$ cat config.mk
export PLATFORM = sky130hd
export DESIGN_NAME = pipe_stage_buf
export DESIGN_NICKNAME = d
export VERILOG_FILES = /design/src/rtl/pipe_pkg.sv /design/src/rtl/pipe_stage_buf.sv
export SDC_FILE = /design/constraint.sdc
export NUM_CORES = 1
export LEC_CHECK = 0
export ABC_AREA = 1
export CELL_PAD_IN_SITES_DETAIL_PLACEMENT = 1
export CELL_PAD_IN_SITES_GLOBAL_PLACEMENT = 2
export CORE_MARGIN = 10
export CORE_UTILIZATION = 28
export CTS_CLUSTER_DIAMETER = 50
export DETAILED_ROUTE_END_ITERATION = 10
export PLACE_DENSITY_LB_ADDON = 0.1
export SLEW_MARGIN = 20
export SYNTH_ARGS = -nofsm -noshare
export SYNTH_HDL_FRONTEND = slang
export SYNTH_SLANG_ARGS = --single-unit
$ cat constraint.sdc
create_clock -name clk -period 1.55 [get_ports clk]
set_input_delay 0.31 -clock clk [delete_from_list [all_inputs] [get_ports clk]]
set_output_delay 0.31 -clock clk [all_outputs]
set_load 0.02 [all_outputs]
$ cat src/rtl/pipe_pkg.sv
// Shared definitions for pipeline stage buffers: FSM encodings, the RISC-V
// NOP bubble, and bit offsets of the packed payloads carried across each
// core stage boundary.
package pipe_pkg;

    // Stage buffer occupancy states. The encoding equals the entry count.
    localparam logic [1:0] ST_EMPTY = 2'b00;
    localparam logic [1:0] ST_BUSY  = 2'b01;
    localparam logic [1:0] ST_FULL  = 2'b10;

    // addi x0, x0, 0 -- the bubble that IF/ID instances present after a flush.
    localparam logic [31:0] RV_NOP = 32'h00000013;

    // IF/ID payload: {pc, instr}
    localparam int IFID_INSTR_LSB = 0;
    localparam int IFID_PC_LSB    = 32;
    localparam int IFID_W         = 64;

    // ID/EX payload: {ctrl[7:0], rd[4:0], imm[31:0], rs2v[31:0], rs1v[31:0], pc[31:0]}
    localparam int IDEX_PC_LSB    = 0;
    localparam int IDEX_RS1V_LSB  = 32;
    localparam int IDEX_RS2V_LSB  = 64;
    localparam int IDEX_IMM_LSB   = 96;
    localparam int IDEX_RD_LSB    = 128;
    localparam int IDEX_CTRL_LSB  = 133;
    localparam int IDEX_W         = 141;

    // EX/MEM payload: {ctrl[3:0], rd[4:0], store_data[31:0], alu_res[31:0]}
    localparam int EXMEM_ALU_LSB  = 0;
    localparam int EXMEM_STD_LSB  = 32;
    localparam int EXMEM_RD_LSB   = 64;
    localparam int EXMEM_CTRL_LSB = 69;
    localparam int EXMEM_W        = 73;

    // MEM/WB payload: {wb_en, rd[4:0], wb_data[31:0]}
    localparam int MEMWB_DATA_LSB = 0;
    localparam int MEMWB_RD_LSB   = 32;
    localparam int MEMWB_WBEN_LSB = 37;
    localparam int MEMWB_W        = 38;

endpackage

$ cat src/rtl/pipe_stage_buf.sv
// Generic pipeline stage register with valid/ready handshake, stall and flush.
// SKID=1: two-entry skid buffer with a registered o_ready, so backpressure
// never forms a combinational path across stages.
// SKID=0: single register, o_ready = !o_valid | i_ready.
module pipe_stage_buf
    import pipe_pkg::*;
#(
    parameter int               WIDTH      = 32,
    parameter bit               SKID       = 1'b1,
    parameter logic [WIDTH-1:0] BUBBLE_VAL = '0
) (
    input  logic             clk,
    input  logic             rst,
    input  logic             i_valid,
    output logic             o_ready,
    input  logic [WIDTH-1:0] i_data,
    input  logic             i_flush,
    output logic             o_valid,
    input  logic             i_ready,
    output logic [WIDTH-1:0] o_data,
    output logic [1:0]       o_count
);

    logic [1:0]       r_state;
    logic [1:0]       w_state_nxt;
    logic [WIDTH-1:0] r_main;
    logic [WIDTH-1:0] w_main_nxt;
    logic             w_ready;
    logic             w_in_fire;
    logic             w_out_fire;

    assign w_in_fire  = i_valid & w_ready;
    assign w_out_fire = o_valid & i_ready;

    assign o_valid = (r_state != ST_EMPTY);
    assign o_data  = r_main;
    assign o_count = r_state;   // state encoding doubles as the entry count
    assign o_ready = w_ready;

    // State and main (output) register; reset discards everything at once.
    always_ff @(posedge clk or negedge rst) begin
        if (!rst) begin
            r_state <= ST_EMPTY;
            r_main  <= BUBBLE_VAL;
        end else begin
            r_state <= w_state_nxt;
            r_main  <= w_main_nxt;
        end
    end

    generate
        if (SKID) begin : g_skid
            logic [WIDTH-1:0] r_skid;
            logic [WIDTH-1:0] w_skid_nxt;
            logic             r_ready;

            assign w_ready = r_ready;

            // Next state: flush wins; FULL drains skid into main on out_fire.
            always_comb begin
                w_state_nxt = r_state;
                w_main_nxt  = r_main;
                w_skid_nxt  = r_skid;
                if (i_flush) begin
                    w_state_nxt = ST_EMPTY;
                    w_main_nxt  = BUBBLE_VAL;
                    w_skid_nxt  = BUBBLE_VAL;
                end else begin
                    case (r_state)
                        ST_EMPTY: begin
                            if (w_in_fire) begin
                                w_state_nxt = ST_BUSY;
                                w_main_nxt  = i_data;
                            end
                        end
                        ST_BUSY: begin
                            if (w_in_fire && w_out_fire) begin
                                w_main_nxt = i_data;
                            end else if (w_in_fire) begin
                                w_state_nxt = ST_FULL;
                                w_skid_nxt  = i_data;
                            end else if (w_out_fire) begin
                                w_state_nxt = ST_EMPTY;
                            end
                        end
                        ST_FULL: begin
                            // o_ready is low here, so no in_fire can arrive.
                            if (w_out_fire) begin
                                w_state_nxt = ST_BUSY;
                                w_main_nxt  = r_skid;
                            end
                        end
                        default: begin
                            w_state_nxt = ST_EMPTY;
                        end
                    endcase
                end
            end

            // Skid register and registered ready (low only when about to be FULL).
            always_ff @(posedge clk or negedge rst) begin
                if (!rst) begin
                    r_skid  <= BUBBLE_VAL;
                    r_ready <= 1'b0;
                end else begin
                    r_skid  <= w_skid_nxt;
                    r_ready <= (w_state_nxt != ST_FULL);
                end
            end
        end else begin : g_noskid
            assign w_ready = !o_valid | i_ready;

            // Next state: single entry, pass-through on simultaneous in/out.
            always_comb begin
                w_state_nxt = r_state;
                w_main_nxt  = r_main;
                if (i_flush) begin
                    w_state_nxt = ST_EMPTY;
                    w_main_nxt  = BUBBLE_VAL;
                end else begin
                    case (r_state)
                        ST_EMPTY: begin
                            if (w_in_fire) begin
                                w_state_nxt = ST_BUSY;
                                w_main_nxt  = i_data;
                            end
                        end
                        ST_BUSY: begin
                            if (w_in_fire) begin
                                w_main_nxt = i_data;
                            end else if (w_out_fire) begin
                                w_state_nxt = ST_EMPTY;
                            end
                        end
                        default: begin
                            w_state_nxt = ST_EMPTY;
                        end
                    endcase
                end
            end
        end
    endgenerate

endmodule
==> out/results.tsv <==
stage	metric	value	unit
place	hpwl dp	7489	um
global_route	largest net degree at the start of global routing	35	
sta	RSZ-0062 raised after global routing	false	
setup_path	reg-to-reg endpoint	g_skid.r_skid[23]$_DFFE_PN0P_	
global_route	vias in the first global route	3439	
clocking	Post-CTS Setup Bufs	0	
run	max_cap viols	0	
route	# DRC	0	
pwr	Pleak	2.374	nW
worst_hold_path	Cells on Worst Hold Path	4	
floorplan	I/O Pins	73	
clocking	clock root cell	clkbuf_16	
cells_and_area	Layout Nets	532	
synth	Synth Warn #	0	
route	DR pass1 iterations	4	
setup_path	startpoint types	flip-flop	
route	Via Count	3098	
clocking	H-Tree Depth	3	
route	Post-Route WL	11140	um
clocking	CTS clk-pin slew, worst paths	0.06	ns
pwr	Total Power	0.004678	W
setup_path	worst reg2reg setup slack	0.17	ns
synth	Yosys cell types	18	
sta	fmax	0.7226	GHz
setup_path	critical-path cell list	buf_4 > nand2_1 > nor2_1 > nand2_1 > nand2_1 > inv_2 > buf_4 > nand2_1 > nand2_1	
cells_and_area	fillers	1338	
route	M1 WL	5282	um
synth	Netlist Area Pre-Place	0.003168	sq mm
floorplan	Die Width	126.4	um
route	Avg Vias per Cell	4.848	
cells_and_area	area grow syn2layout	40.72	%
cells_and_area	Reg area	0.001677	sq mm
worst_hold_path	worst hold path startpoint	i_flush	
clocking	maximum clock insertion buffer count	2	
cells_and_area	final core utilization	40.77	%
sta	Setup WS post-layout	0.1661	ns
synth	Mapped Cells	413	
global_route	GRT Overall Usage	14.31	%
floorplan	Starting Density	28.97	%
setup_path	Worst path slowest cell	dfrtp_1	
synth	Syn Nets	450	
clocking	CTS buffer count	9	
route	Iter 0 DRT Violations	185	
floorplan	area of the core	0.01094	sq mm
cells_and_area	diode count	0	
synth	Synth top area share	52.92	%
sta	slew margin rel.	74.52	%
cells_and_area	share of layout cells above drive strength 1	10.02	%
route	met3 wire length	474	um
setup_path	Worst setup EP type	flip-flop	
place	DP Cell Count	623	
sta	Final Setup Violations	0	
setup_path	Crit path required time	1.77	ns
synth	Yosys top cell by area	dfrtp_1	
worst_hold_path	HP Class	in -> reg	
clocking	Skew-Pair Late Insertion Delay	0.33	ns
synth	number of synthesized register bits	67	
cells_and_area	most common cell after layout, fill and taps aside	nand2_1	
place	buffers added on ports	72	
setup_path	Critical R2R Launch	o_count[0]$_DFF_PN0_	
setup_path	Crit Path Class	reg -> reg	
setup_path	critical path's largest stage delay	0.38	ns
synth	post-synthesis sequential area ratio	52.92	%
route	metal2 WL	5276	um
status	outcome	complete, no violations	
floorplan	Die ar.	0.01597	sq mm
synth	Area contributors post-synth	dfrtp_1 (53%), nand2_1 (28%), nand4_1 (6.3%), a21oi_1 (4.9%), buf_2 (1.9%)	
sta	final max-slew violation count	0	
pwr	pwr dens	1049	mW/mm^2
sta	Period minus WS final	1.384	ns
setup_path	R2R cell count	9	
clocking	clk sinks	67	
setup_path	WP data arrival	1.60	ns
global_route	first-pass GRT wire length	18620	um
cells_and_area	highest-count cells in the layout ignoring fill and taps	nand2_1 (233), dfrtp_1 (67), dlygate4sd2_1 (35)	
global_route	antenna violations before repair	0	
synth	Synth Area per Inst	7.671	sq um
pwr	maximum VDD drop	0.5738	mV
sta	Hold Fails Final Rpt	0	
cells_and_area	Multi-input gate area	0.001334	sq mm
route	Top Metal Used	met4	
sta	period utilization	89.28	%
worst_hold_path	Hold EP	o_count[0]$_DFF_PN0_	
floorplan	Core Rows	38	
cells_and_area	non-filler cells, final	639	
global_route	aggregate global routing overflow	0	
place	Setup WS pre-CTS	-0.1569	ns
sta	setup TNS	0	ns
place	GP Congestion	0.7735	
setup_path	most numerous cell on the critical path	nand2_1	
sta	Worst Tran Pin Value	0.3822	ns
clocking	CTS tree	done	
route	WL/cell	17.44	um
setup_path	CP max FO	7	
route	post-route ant nets	0	
sta	skew final	0.006289	ns
floorplan	Die Ht	126.4	um
==> repair_timing <==
item	CTS	global route
setup endpoints to repair	36	1
resized for setup	36	2
hold endpoints to repair	67	0
pin swaps	0	0
hold buffers	1	0
==> synthesized netlist by cell type, drive strengths merged <==
cell type  count
buf           21
o211ai         1
a211oi         1
o21ai          1
a21oi         31
clkbuf         7
nand2        233
dfrtp         67
nor2           8
nand3          3
inv            7
nor3           1
nand4         32
==> routing by layer <==
metal	up-vias	GRT usage [%]
met3	9	3.915
li1	1489	-
met4	0	4.019
met5	-	0
met1	1540	18.05
met2	60	23.42
==> area by class of cell <==
cell class | count | share of cell area [%]
inverters | 7 | 0.5894
clock buffers | 12 | 5.305
flip-flops and latches | 67 | 37.61
multi-input cells | 311 | 29.92
well taps | 140 | 3.929
repair buffers | 99 | 21.75
clock inverters | 3 | 0.8981
==> registers in the layout, summed over array words and instances, names as in the netlist <==
signal and count:
o_count 2, o_ready 1, g_skid.r_skid 32, o_data 32
==> worst max-delay path: cells and delay by family (launching register included) <==
kind          cells  cell delay [ns]
buf+inv           3             0.36
simple gates      6             0.54
flops             1             0.38
==> metrics by stage <==
step	cell area (sq um)	hold slack [ns]
2_1_floorplan	3168	0.01441
3_3_place_gp	4220	0.3085
3_5_place_dp	4220	0.3030
4_1_cts	4462	0.2698
5_1_grt	4458	0.3119
6_report	4458	0.2714
==> power by group <==
| part | leakage (nW) | switching (W) | total, W | internal [W] |
|---|---|---|---|---|
| registers | 0.895 | 0.0000651 | 0.00192 | 0.00185 |
| logic | 1.34 | 0.000463 | 0.000775 | 0.000311 |
| clock network | 0.136 | 0.000752 | 0.00198 | 0.00123 |
| total | 2.37 | 0.00128 | 0.00468 | 0.00340 |
==> cell families (layout without fill, tap and decap cells) <==
logic type / Yosys count / in the layout / synth area share [%]
and+or+nand+nor: 277 / 277 / 36.22
AOI/OAI and AO/OA: 34 / 34 / 5.529
DFF: 67 / 67 / 52.92
buffers and inverters: 35 / 121 / 5.332
==> how the worst max path moves through the flow <==
| stage | startpoint | endpoint | slack, ns | depth (start not counted) |
|---|---|---|---|---|
| 2_1_floorplan | o_count[1]$_DFF_PN0_ | g_skid.r_skid[10]$_DFFE_PN0P_ | 0.20 | 9 |
| 3_5_place_dp | i_ready | o_data[0]$_DFFE_PN0P_ | -0.16 | 7 |
| 3_3_place_gp | i_valid | o_data[1]$_DFFE_PN0P_ | -0.14 | 7 |
| 5_1_grt | o_count[1]$_DFF_PN0_ | o_data[25]$_DFFE_PN0P_ | 0.009 | 7 |
| 6_report | o_count[0]$_DFF_PN0_ | g_skid.r_skid[23]$_DFFE_PN0P_ | 0.17 | 9 |
| 4_1_cts | o_count[0]$_DFF_PN0_ | o_valid | 0.004 | 3 |
Power figures use the tool's default switching activity.
==> RTL change 1 (same settings) <==
Change the parameter `WIDTH` from 32 to 48.
--- a/src/rtl/pipe_stage_buf.sv
+++ b/src/rtl/pipe_stage_buf.sv
@@ -7,3 +7,3 @@
 #(
-    parameter int               WIDTH      = 32,
+    parameter int               WIDTH      = 48,
     parameter bit               SKID       = 1'b1,
Ports: changed (resized i_data and o_data); port bits go from 73 to 105. No check against the original RTL was run, so the function may have changed too.
==> RTL change 1 against the original RTL <==
Clock skew hardly changed. Design area is 45% higher. Total power is 43% higher. Synthesized area is 46% higher. Setup slack worse by 0.10 ns. Sequential cell count is 32 higher. Non-clock buffer count is 38 higher. Global-route usage is 1.4 points higher. Largest cell class unchanged. Register-to-register slack worse by 0.03 ns. Clock power is 37% higher. Wire length is 51% higher. Sequential share of layout area is 0.70 points higher. Critical path type is now reg -> out.
==> RTL change 1: results (changes against the original RTL) <==
sequential area share after synthesis: 53.63% (+0.71 points)
wire length on met1: 7396 µm (+40%)
worst vdd ir: 659.9 µV (+15%)
Tot GR Track Use: 15.69% (+1.4 points)
Routed met3 length: 763 µm (+61%)
DP Wirelength: 10960 µm (+46%)
largest net degree at the start of global routing: 49 (+40%)
Commonest cells post-synth: 345 x nand2_1, 99 x dfrtp_1, 48 x nand4_1, 47 x a21oi_1, 19 x buf_2
library cells used by synthesis: 17 (-1)
GPL Wtd Cong: 0.7714 (-0.27%)
vias in the first global route: 4918 (+43%)
WL met2: 8461 µm (+60%)
Layout fillers: 1943 (+45%)
slew margin rel.: 60.03% (-14 points)
Post-synth top flop: dfrtp_1
WP data arrival: 1.17 ns (-0.43 ns)
DRT iter0 DRCs: 154 (-17%)
dpl cell area: 6147 µm² (+46%)
Worst-Skew Late Latency: 0.36 ns (+0.03 ns)
outcome: finished clean
worst clock skew: 0.006119 ns (-0.0001700 ns)
routed len/inst: 18.08 µm (+3.7%)
layout cell share with drive strength beyond 1: 8.543% (-1.5 points)
Antenna Cells: 0 (unchanged)
post-synthesis async set-or-reset flop share: 100.0% (unchanged)
syn nets: 659 (+46%)
Slowest Stage Delay on Critical Path: 0.41 ns (+0.03 ns)
Leak: 3.429 nW (+44%)
buffers added on ports: 104 (+44%)
Synth area leaders: dfrtp_1 54%, nand2_1 28%, nand4_1 6.5%, a21oi_1 5.1%, buf_2 2.1%
worst-path maximum fanout: 3 (-4)
first-pass GRT wire length: 27170 µm (+46%)
Final #Nets: 762 (+43%)
routed via count: 4425 (+43%)
RTL change 1: changes by cell type in the layout (fill, tap and decap cells not counted), moves of 3 or more:
cell	change
a21oi_1	+16
buf_12	+5
clkbuf_1	-3
clkbuf_8	+3
clkdlybuf4s50_1	+16
dfrtp_1	+32
dlygate4sd2_1	+16
nand2_1	+111
nand4_1	+16
RTL change 1: final cells by class:
cell class | instances | area, µm² | share of cell area (%)
Sequential cell | 99 | 2477 | 38.31
Multi-Input combinational cell | 455 | 1944 | 30.06
Timing Repair Buffer | 137 | 1388 | 21.45
Tap cell | 216 | 270.3 | 4.179
Clock buffer | 12 | 266.5 | 4.121
Clock inverter | 4 | 95.09 | 1.470
Inverter | 7 | 26.28 | 0.4063
RTL change 1: cells by family after synthesis:
group	share of synthesized area (%)
AO/OA/AOI/OAI	5.526
buffers and inverters	5.065
AND/OR/NAND/NOR	35.78
flip-flops	53.63
RTL change 1: stage by stage:
step	setup TNS [ns]	std cells	worst slack, ns	hold WS, ns
6_report	0	930	0.06654	0.3335
5_1_grt	0	930	0.01203	0.3627
4_1_cts	0	930	0.03790	0.3157
3_5_place_dp	-20.40	913	-0.2475	0.2555
3_3_place_gp	-16.81	913	-0.1866	0.2606
2_1_floorplan	0	606	0.07834	0.01441
RTL change 1: critical path: cells and delay by family (launching register included):
| family | cells | cell delay, ns |
|---|---|---|
| flip-flops | 1 | 0.41 |
| AND/OR/NAND/NOR | 1 | 0.07 |
| buffers and inverters | 2 | 0.34 |
RTL change 1: metal layers:
metal	up-vias	track usage, %
li1	2139	-
met1	2194	18.22
met2	75	27.77
met3	17	4.460
met4	0	3.717
met5	-	0
RTL change 1: final timing paths:
kind | start | endpoint | slack [ns] | cells past startpoint
worst max-delay path | o_count[1] | o_valid | 0.07 | 3
worst min-delay path | i_flush | o_data[11] | 0.33 | 4
worst max register to register | o_count[0] | g_skid.r_skid[37] | 0.14 | 9
worst min register to register | g_skid.r_skid[33] | g_skid.r_skid[33] | 0.47 | 2
max in group asynchronous | rst | g_skid.r_skid[31] | 0.53 | 3
min in group asynchronous | rst | o_data[0] | 0.43 | 2
RTL change 1: power breakdown:
group,total (mW),switching [mW],internal (mW)
clock network,2.72,1.01,1.71
registers,2.83,0.0972,2.73
logic,1.14,0.690,0.455
RTL change 1: timing repair:
action,in CTS,in global routing
hold endpoints to repair,21,0
endpoints found under the setup margin,52,15
setup buffers,0,0
gates resized for setup,54,2
hold buffers,1,0
==> RTL change 2 (config.mk and constraints unchanged) <==
Made on the original files. Reset style: synchronous (`rst`), changed in 2 clocked blocks.
--- a/src/rtl/pipe_stage_buf.sv
+++ b/src/rtl/pipe_stage_buf.sv
@@ -40,3 +40,3 @@
     // State and main (output) register; reset discards everything at once.
-    always_ff @(posedge clk or negedge rst) begin
+    always_ff @(posedge clk) begin
         if (!rst) begin
@@ -100,3 +100,3 @@
             // Skid register and registered ready (low only when about to be FULL).
-            always_ff @(posedge clk or negedge rst) begin
+            always_ff @(posedge clk) begin
                 if (!rst) begin
Function: differs if rst is asserted again (counterexample within 4 cycles, from zero or initial values and one cycle with rst low); with rst held inactive, the same outputs for 10 cycles.
==> RTL change 2 against the original RTL <==
Largest power group is now sequential cells. Total power down 24%. Sequential cell count unchanged. Largest cell class is now multi-input gates. Combinational power down 35%. Non-clock buffer count down 5. Setup slack worse by 0.074 ns. Wire length down 11%. Register-to-register slack better by 0.10 ns. Sequential share of layout area down 5.6 points. Design area down 6.0%. Critical endpoint is now o_count[0]. Synthesized area down 2.6%. Critical path depth down 7. Core utilization down 2.0 points.
==> RTL change 2: results (changes against the original RTL) <==
outcome: finished clean
slew margin rel.: 79.48% (+5.0 points)
R2R cell count: 6 (-3)
first-pass GRT wire length: 16710 µm (-10%)
hold buffers post-CTS: 0 (-1)
Synth area leaders: dfxtp_1 43%, nand2_1 20%, nand3_1 10%, nor2_1 8.2%, a21oi_1 5.2%
pre-CTS setup slack: -0.1045 ns (+0.05245 ns)
syn_area_per_cell: 6.521 µm² (-15%)
DRT iter0 DRCs: 114 (-38%)
syn nets: 510 (+13%)
library cells used by synthesis: 19 (+1)
layout cell share with drive strength beyond 1: 8.333% (-1.7 points)
DP Wirelength: 6796 µm (-9.2%)
DRT Pass-1 Iters: 4 (unchanged)
vias in the first global route: 3363 (-2.2%)
Leak: 1.961 nW (-17%)
Commonest cells post-synth: 167 x nand2_1, 67 x dfxtp_1, 67 x nor2_1, 64 x nand3_1, 35 x inv_1
dpl cell area: 4076 µm² (-3.4%)
post-synthesis async set-or-reset flop share: 0% (-100 points)
pwr dens: 843.8 nW/µm² (-20%)
WL met2: 4811 µm (-8.8%)
largest net degree at the start of global routing: 36 (+2.9%)
placed insts: 676 (+8.5%)
met2 Usage GRT: 22.36% (-1.1 points)
Routed met3 length: 426 µm (-10%)
worst-path maximum fanout: 3 (-4)
M1 GR Usage: 14.74% (-3.3 points)
worst clock skew: 0.01112 ns (+0.004831 ns)
DR vias/cell: 4.491 (-7.4%)
Root Buffer: clkbuf_8
WP data arrival: 1.15 ns (-0.45 ns)
sequential power: 1.77 mW (-8%)
Hold Path Class: reg -> reg
Worst Setup SP: o_count[0]
met3 Use GR: 3.422% (-0.49 points)
wire length on met1: 4578 µm (-13%)
FF-to-FF Start: o_count[1]
CP max stage cell: dfxtp_1
DRT Wirelength: 9885 µm (-11%)
sequential area share after synthesis: 43.49% (-9.4 points)
start point of the worst hold path: g_skid.r_skid[18]
routed len/inst: 14.28 µm (-18%)
P_int: 2.544 mW (-25%)
CP top delay family: buffers and inverters
Final #Nets: 584 (+9.8%)
Comb. pwr: 0.505 mW (-35%)
post-synthesis xor/xnor area fraction: 0.2840% (+0.28 points)
## RTL change 2: kinds of logic (layout without fill, tap and decap cells)
| group | Yosys count | count (layout) |
|---|---|---|
| DFF | 67 | 67 |
| AOI/OAI and AO/OA | 34 | 34 |
| xor gates and xnor gates | 1 | 1 |
| and+or+nand+nor | 303 | 303 |
| buffers and inverters | 68 | 147 |
## RTL change 2: worst paths after layout
path,end,slack (ns)
worst max-delay path,o_count[0],0.09
worst min-delay path,g_skid.r_skid[18],0.46
worst max register to register,o_data[7],0.27
worst min register to register,g_skid.r_skid[18],0.46
## RTL change 2: cell type report
type                    instances  area [µm²]
clock buffers                  10       127.6
well taps                     140       175.2
repair buffers                 94       925.9
clock inverters                 6       32.53
fillers                      1401        6604
inverters                      37       138.9
multi-input cells             338        1446
flip-flops and latches         67        1343
## RTL change 2: what timing repair did
item	CTS	global route
endpoints found under the hold margin	0	0
endpoints found under the setup margin	36	2
resized for setup	36	3
